[config.mk]
export PLATFORM = sky130hd
export DESIGN_NAME = led_scan_ctrl
export DESIGN_NICKNAME = d
export VERILOG_FILES = /design/src/rtl/led_scan_pkg.sv /design/src/rtl/led_scan_prescaler.sv /design/src/rtl/led_scan_ctrl.sv
export SDC_FILE = /design/constraint.sdc
export NUM_CORES = 1
export LEC_CHECK = 0
export BUFFER_PORTS_ARGS = -buffer_cell sky130_fd_sc_hd__buf_2
export CORE_MARGIN = 2
export CORE_UTILIZATION = 55
export DETAILED_ROUTE_END_ITERATION = 7
export HOLD_SLACK_MARGIN = 0.1
export PLACE_DENSITY_LB_ADDON = 0.08
export SLEW_MARGIN = 20
export SYNTH_ARGS = -nofsm -noshare
export SYNTH_HDL_FRONTEND = slang
export SYNTH_SLANG_ARGS = --single-unit
[constraint.sdc]
create_clock -name clk -period 2.5 [get_ports clk]
set_input_delay 0.125 -clock clk [delete_from_list [all_inputs] [get_ports clk]]
set_output_delay 0.125 -clock clk [all_outputs]
set_load 0.02 [all_outputs]
[src/rtl/led_scan_pkg.sv]
// Shared types and constants for the LED scan controller.
// Holds the FSM states, mode codes, enables and the position stepper.
package led_scan_pkg;

  typedef enum logic [1:0] {
    ST_IDLE,
    ST_RUN,
    ST_PAUSE
  } state_t;

  localparam logic [1:0] MODE_UP   = 2'b00;
  localparam logic [1:0] MODE_DOWN = 2'b01;
  localparam logic [1:0] MODE_PING = 2'b10;
  localparam logic [1:0] MODE_HOLD = 2'b11;

  localparam logic [2:0] EN_ON  = 3'b100;
  localparam logic [2:0] EN_OFF = 3'b000;

  typedef struct packed {
    logic       dir_up;
    logic [2:0] pos;
  } scan_t;

  function automatic scan_t next_scan(
    input scan_t      cur,
    input logic [1:0] mode
  );
    scan_t n;
    n = cur;
    unique case (1'b1)
      (mode == MODE_UP):   n.pos = cur.pos + 3'd1;
      (mode == MODE_DOWN): n.pos = cur.pos - 3'd1;
      (mode == MODE_PING): begin
        // Endpoints bounce so each is shown for one period only.
        if (cur.dir_up) begin
          if (cur.pos == 3'd7) begin
            n.pos    = 3'd6;
            n.dir_up = 1'b0;
          end else begin
            n.pos = cur.pos + 3'd1;
          end
        end else begin
          if (cur.pos == 3'd0) begin
            n.pos    = 3'd1;
            n.dir_up = 1'b1;
          end else begin
            n.pos = cur.pos - 3'd1;
          end
        end
      end
      default: n = cur;
    endcase
    return n;
  endfunction

endpackage

[src/rtl/led_scan_prescaler.sv]
// Advance-rate prescaler: one tick every div+1 enabled cycles.
// A count above div (div lowered mid-run) ticks and wraps at once.
module led_scan_prescaler #(
  parameter int DIV_W = 8
) (
  input  logic             clk,
  input  logic             rst,
  input  logic             clr,
  input  logic             en,
  input  logic [DIV_W-1:0] div,
  output logic             tick
);

  logic [DIV_W-1:0] cnt;

  assign tick = en && (cnt >= div);

  always_ff @(posedge clk) begin
    if (rst || clr) begin
      cnt <= '0;
    end else if (en) begin
      cnt <= tick ? '0 : cnt + DIV_W'(1);
    end
  end

endmodule

[src/rtl/led_scan_ctrl.sv]
// LED scan controller: IDLE/RUN/PAUSE sequencer driving a
// 3-to-8 decoder index and enable, all outputs registered.
module led_scan_ctrl
  import led_scan_pkg::*;
#(
  parameter int DIV_W = 8
) (
  input  logic             clk,
  input  logic             rst,
  input  logic             start,
  input  logic             stop,
  input  logic             step,
  input  logic [1:0]       mode,
  input  logic [DIV_W-1:0] div,
  output logic [2:0]       switch,
  output logic [2:0]       enable,
  output logic             busy,
  output logic             lap
);

  state_t state;
  scan_t  scan;
  scan_t  nxt;
  logic   tick;
  logic   in_run;
  logic   nxt_lap;

  assign in_run  = (state == ST_RUN);
  assign nxt     = next_scan(scan, mode);
  assign nxt_lap = (nxt.pos == 3'd0) && (scan.pos != 3'd0);
  assign switch  = scan.pos;

  // Held at zero outside RUN, so every RUN entry starts a fresh period.
  led_scan_prescaler #(
    .DIV_W(DIV_W)
  ) u_presc (
    .clk (clk),
    .rst (rst),
    .clr (!in_run),
    .en  (in_run),
    .div (div),
    .tick(tick)
  );

  always_ff @(posedge clk) begin
    if (rst) begin
      state  <= ST_IDLE;
      scan   <= '{dir_up: 1'b1, pos: 3'd0};
      enable <= EN_OFF;
      busy   <= 1'b0;
      lap    <= 1'b0;
    end else begin
      lap <= 1'b0;
      unique case (state)
        ST_IDLE: begin
          if (start) begin
            state  <= ST_RUN;
            scan   <= '{dir_up: 1'b1, pos: 3'd0};
            enable <= EN_ON;
            busy   <= 1'b1;
          end
        end
        ST_RUN: begin
          if (stop) begin
            state <= ST_PAUSE;
            busy  <= 1'b0;
          end else if (tick) begin
            scan <= nxt;
            lap  <= nxt_lap;
          end
        end
        ST_PAUSE: begin
          if (stop) begin
            state  <= ST_IDLE;
            scan   <= '{dir_up: 1'b1, pos: 3'd0};
            enable <= EN_OFF;
          end else if (start) begin
            state <= ST_RUN;
            busy  <= 1'b1;
          end else if (step) begin
            scan <= nxt;
            lap  <= nxt_lap;
          end
        end
        default: begin
          state  <= ST_IDLE;
          scan   <= '{dir_up: 1'b1, pos: 3'd0};
          enable <= EN_OFF;
          busy   <= 1'b0;
        end
      endcase
    end
  end

endmodule
* Word level (Yosys, flattened, before mapping)
Index checks and enable logic that the tools add are counted.
Word-level totals: word-level logic and storage cells 69, output and inout bits 8, flip-flop bits (word level) 19, input bits 15
Operators by class: add/sub/neg operators 3, order comparisons 1, multiplexer cells 32, bitwise logic cells 1, reduce and logical (&&, ||, !) cells 12, eq/ne operators 13
Operator list (number):
- $mux W4 | 7
- $pmux W3 S3 | 2
- $mux W3 | 4
- $pmux W4 S3 | 1
- $mux W1 | 11
- $ne A2 B2 Y1 const B | 5
- $add A8 B1 Y8 const B | 1
- $ge A8 B8 Y1 | 1
- $mux W8 | 1
- $logic_not A3 Y1 | 2
- $mux W2 | 3
- $ne A3 B3 Y1 const B | 2
- $pmux W2 S3 | 1
- $reduce_and A5 Y1 | 1
- $eq A2 B1 Y1 const B | 2
- $eq A2 B2 Y1 const B | 2
- $logic_not A2 Y1 | 2
- $add A3 B1 Y3 const B | 1
- $eq A3 B3 Y1 const B | 1
- $pmux W1 S3 | 1
- $reduce_and A3 Y1 | 1
- $reduce_bool A3 Y1 | 1
- $sub A3 B1 Y3 const B | 1
- $logic_and A1 B1 Y1 | 2
- other kinds (6) | 6

* Logic depth before layout (Yosys ltp)
depth after elaboration 10, mapped depth 8, depth with buffers taken out 8

* Modules after synthesis
A second synthesis with hierarchy kept.
Unflattened totals: cell total of the unflattened synthesis 164, area, all modules 1427.6 sq um
Modules (own cells, without submodules):
- led_scan_ctrl | cells each 100, area each 803.3 sq um, instances 1, sequential area each 180.2 sq um
- led_scan_prescaler | cells each 64, area each 624.3 sq um, instances 1, sequential area each 160.2 sq um

* Worst setup path before layout
No wires, ideal clock.
path kind register to register, start point register u_presc.cnt[5], end point register scan[3] (netlist name), slack 0.766 ns, cell stages (with the launch flop) 7, arrival 1.603 ns, clock period less this slack 1.734 ns, setup time 0.131 ns, cells stage by stage dfxtp_1 -> ha_1 -> a211oi_2 -> nor2_2 -> o41ai_4 -> or2_4 -> o211ai_1
On the way: cells in the longest elaborated chain, start to end 4
RTL lines:
- start, declared | RTL line led_scan_prescaler.sv:14 | logic [DIV_W-1:0] cnt;
- start signal, assigned | RTL line led_scan_prescaler.sv:22 | cnt <= tick ? '0 : cnt + DIV_W'(1);
- $ge A8 B8 Y1 | RTL line led_scan_prescaler.sv:16 | assign tick = en && (cnt >= div);
- $logic_and A1 B1 Y1 | RTL line led_scan_prescaler.sv:16
- $ne A2 B1 Y1 (no line)
- $reduce_and A5 Y1 (no line)
- end signal, assigned | RTL line led_scan_ctrl.sv:48 | scan <= '{dir_up: 1'b1, pos: 3'd0};
- end signal, assigned | RTL line led_scan_ctrl.sv:58 | scan <= '{dir_up: 1'b1, pos: 3'd0};
- end signal, assigned | RTL line led_scan_ctrl.sv:68 | scan <= nxt;
- end, declared | RTL line led_scan_ctrl.sv:22 | scan_t scan;
No other way between the ends. A chain may end at the register's enable or synchronous reset.

* Final worst setup path
start point register state[0], end point register scan (netlist bit switch[1])
On the way: cells in the longest elaborated chain, start to end 4, elaborated cells between the ends (all ways) 11, those cells by class 7 x eq/ne; 1 x mux; 3 x reduce/logical
RTL lines:
- start, declared | RTL line led_scan_ctrl.sv:21 | state_t state;
- start signal, assigned | RTL line led_scan_ctrl.sv:47 | state <= ST_IDLE;
- start signal, assigned | RTL line led_scan_ctrl.sv:57 | state <= ST_RUN;
- start signal, assigned | RTL line led_scan_ctrl.sv:65 | state <= ST_PAUSE;
- $eq A2 B1 Y1 | RTL line led_scan_ctrl.sv:28, led_scan_ctrl.sv:54
- $logic_and A1 B1 Y1 | RTL line led_scan_prescaler.sv:16
- $ne A2 B1 Y1 (no line)
- $reduce_and A5 Y1 (no line)
Parallel ways exist; a longest one is shown, timed or not.

==> metrics.yaml <==
power_and_ir_drop:
  combPwrFrac_pct: 27.1
  finalPower_uw: 628
  clkPwrFrac_pct: 25.4
  switching_share_pct: 34.1
  p_leak_nw: 0.680
  seq_power_share_pct: 47.5
  internal_power_uw: 414
  p_sw_uw: 214
  vdd_drop_max_mv: 0.303
  power_density_nw_per_um2: 431
clock_tree:
  cts_resized: 0
  cts.clk_slew.worst_paths_ns: 0.11
  cts_max_path_buffers: 2
  clock-sinks: 17
  worstSkewPairLatency_ns: 0.30
  cts_buffers: 3
  cts_tree: "done"
  cts_setup_buffers: 0
  root_buffer: "clkbuf_4"
  htreeDepth: 1
route:
  drc: 0
  drt_iter0_drc: 28
  viasPerCell: 5.63
  vias: 1194
  wirelength_um: 2900
  drtAntennaViolNets: 0
  wl_per_cell_um: 13.7
  first_pass_iters: 4
run_status:
  status: "completed"
placed_design:
  pre_cts_ws_ns: 0.577
  io_buffers: 20
  placed_cell_area_sq_um: 1420
  finalWeightedCongestion: 0.805
  hpwl_um: 2310
sta:
  fin_tns_setup_ns: 0
  tightest_slew_ns: 0.504
  fin_worst_skew_ns: 0.00162
  layout_min_cycle_time_ns: 1.94
  relSlewSlack_pct: 66.4
  layout_setup_ws_ns: 0.559
  rsz0062_at_grt: "no"
  timing.fmax_mhz: 515
  finalMaxSlewViolations: 0
  hold_violations: 0
  setup_viol: 0
  period_share_pct: 77.7
floorplan:
  die_area_sq_um: 2830
  chipWidth_um: 53.2
  initial_core_util_pct: 59.0
  rows: 17
  ioPinCount: 23
  fp.dieH_um: 53.2
  core-area_sq_um: 2250
finish:
  area_growth_pct: 9.69
  fin_area_sq_um: 1460
  num-fill-cells: 204
  final_nets: 218
  drive_gt1_share_pct: 15.2
  n_antenna_cell: 0
global_route:
  grt_pass1_wl_um: 4620
  grt_pass1_vias: 1060
  grt_max_degree: 11
  grt_overflow: 0
  antenna_found_initial: 0
  grtUsageTotal_pct: 22.7
critical_path:
  critPathLaunchType: "flop"
  slowest_delay_ns: 0.40
  worstSetupPathType: "flop to flop"
  cp.required_ns: 2.72
  critPathCaptureType: "flop"
  path_cells: "inv_1 > ha_1 > nor2b_1 > o21ai_0 > o221ai_1 > or2_4 > o41ai_2"
  crit_arrival_ns: 2.16
  critical_path.slowest_cell: "dfxtp_1"
  crit_fanout: 5
yosys:
  synthArstFlopShare_pct: 0
  synth_flop_cell: "dfxtp_1"
  synth.top_cells.by_area: "dfxtp_1 26%, ha_1 17%, nor2_1 5.9%"
  synth_top_area_share_pct: 25.6
  ys_warn_count: 0
  synth_seq_cells: 17
  seq_area_frac_synth_pct: 25.6
  synthTopCellsByCount: "21 x nor2_1, 20 x inv_1, 18 x ha_1"
  syn_area_sq_um: 1330
  synthCells: 165
  post-synth-top-area-cell: "dfxtp_1"
  synth_cell_type_count: 38
  synth.avg_cell_area_sq_um: 8.06
  synth.most_common_cell: "nor2_1"
  synth-edff-count: 0
worst_hold_path:
  hold_class: "primary input to flop"
flow_run:
  cap_violations: 0
## path summary, 6_finish.rpt
path              slack, ns                        start                          end  cells past startpoint
setup / recovery       0.56        state[0]$_SDFFE_PP0P_       switch[1]$_SDFFE_PP0P_                      7
hold / removal         0.18                        start        state[0]$_SDFFE_PP0P_                      3
setup reg to reg       0.56        state[0]$_SDFFE_PP0P_       switch[1]$_SDFFE_PP0P_                      7
hold reg to reg        0.52  u_presc.cnt[0]$_SDFFE_PP0P_  u_presc.cnt[0]$_SDFFE_PP0P_                      1
## registers in the layout (all words and copies together) (netlist names)
| signal | flops |
|---|---|
| u_presc.cnt | 8 |
| switch | 3 |
| state | 2 |
| busy | 1 |
| enable | 1 |
| lap | 1 |
| scan | 1 |
## power by group through the flow
| stage | clock, mW | sequential [mW] | combinational [mW] |
|---|---|---|---|
| 3_5_place_dp | 0 | 0.304 | 0.167 |
| 4_1_cts | 0.161 | 0.298 | 0.168 |
| 5_1_grt | 0.171 | 0.301 | 0.187 |
| 2_1_floorplan | 0 | 0.306 | 0.120 |
| 6_report | 0.160 | 0.298 | 0.170 |
| 3_3_place_gp | 0 | 0.303 | 0.160 |
## per-layer routing
metal  track usage, %  share of wire, %  vias up
met2             36.9                46       38
met5                0                 0        -
met4             10.3               2.0        0
li1                 -                 -      607
met3             2.54               4.7        5
met1             30.1                48      544
## through the flow
step           cells  hold slack, ns  util, %
2_1_floorplan    166           0.197        -
3_3_place_gp     207           0.368     63.1
3_5_place_dp     207           0.376     63.1
4_1_cts          212           0.175     64.7
5_1_grt          212           0.183     64.7
6_report         212           0.176     64.7
## worst max-delay path: cells and delay by family (launching register included)
family	cells	cell delay, ns
AO/OA/AOI/OAI	3	0.59
adder cells (fa/ha/maj)	1	0.25
buffers and inverters	1	0.08
flip-flops	1	0.40
AND/OR/NAND/NOR	2	0.52
## logic make-up (layout without fill, tap and decap cells)
logic type / count (synthesis) / in the layout / synth area share [%]
compound gates: 38 / 38 / 21.7
other cells: 1 / 2 / 0.282
fa+ha+maj: 18 / 18 / 16.9
xor+xnor: 8 / 8 / 5.27
simple gates: 56 / 56 / 21.1
flops: 17 / 17 / 25.6
buf+inv: 27 / 45 / 9.12
## cells in the final DEF (no fill, tap or decap), drive strengths merged, types with 2 or more instances in the layout
master and instances:
nor4bb 2, nand2b 3, nor2b 5, clkbuf 4, nand2 11, nor3b 2
a211oi 4, xor2 5, buf 20, conb 2, nand3 2, and3 2
o21ai 6, ha 18, a21oi 7, nand4 5, dfxtp 17, nor2 22
o41ai 2, xnor2 3, o21bai 4, inv 20, o211ai 4, a31oi 4
## cell type report
| class | count | area, sq um | area share (%) |
|---|---|---|---|
| Inverter | 20 | 75.1 | 5.15 |
| Tap cell | 28 | 35.0 | 2.40 |
| Multi-Input combinational cell | 122 | 872 | 59.8 |
| Timing Repair Buffer | 21 | 110 | 7.55 |
| Sequential cell | 17 | 340 | 23.3 |
| Clock buffer | 4 | 26.3 | 1.80 |
## repair_timing
action,in CTS,in global routing
hold endpoints to repair,4,0
setup endpoints to repair,0,0
hold buffers,1,0
Power figures use the tool's default switching activity.
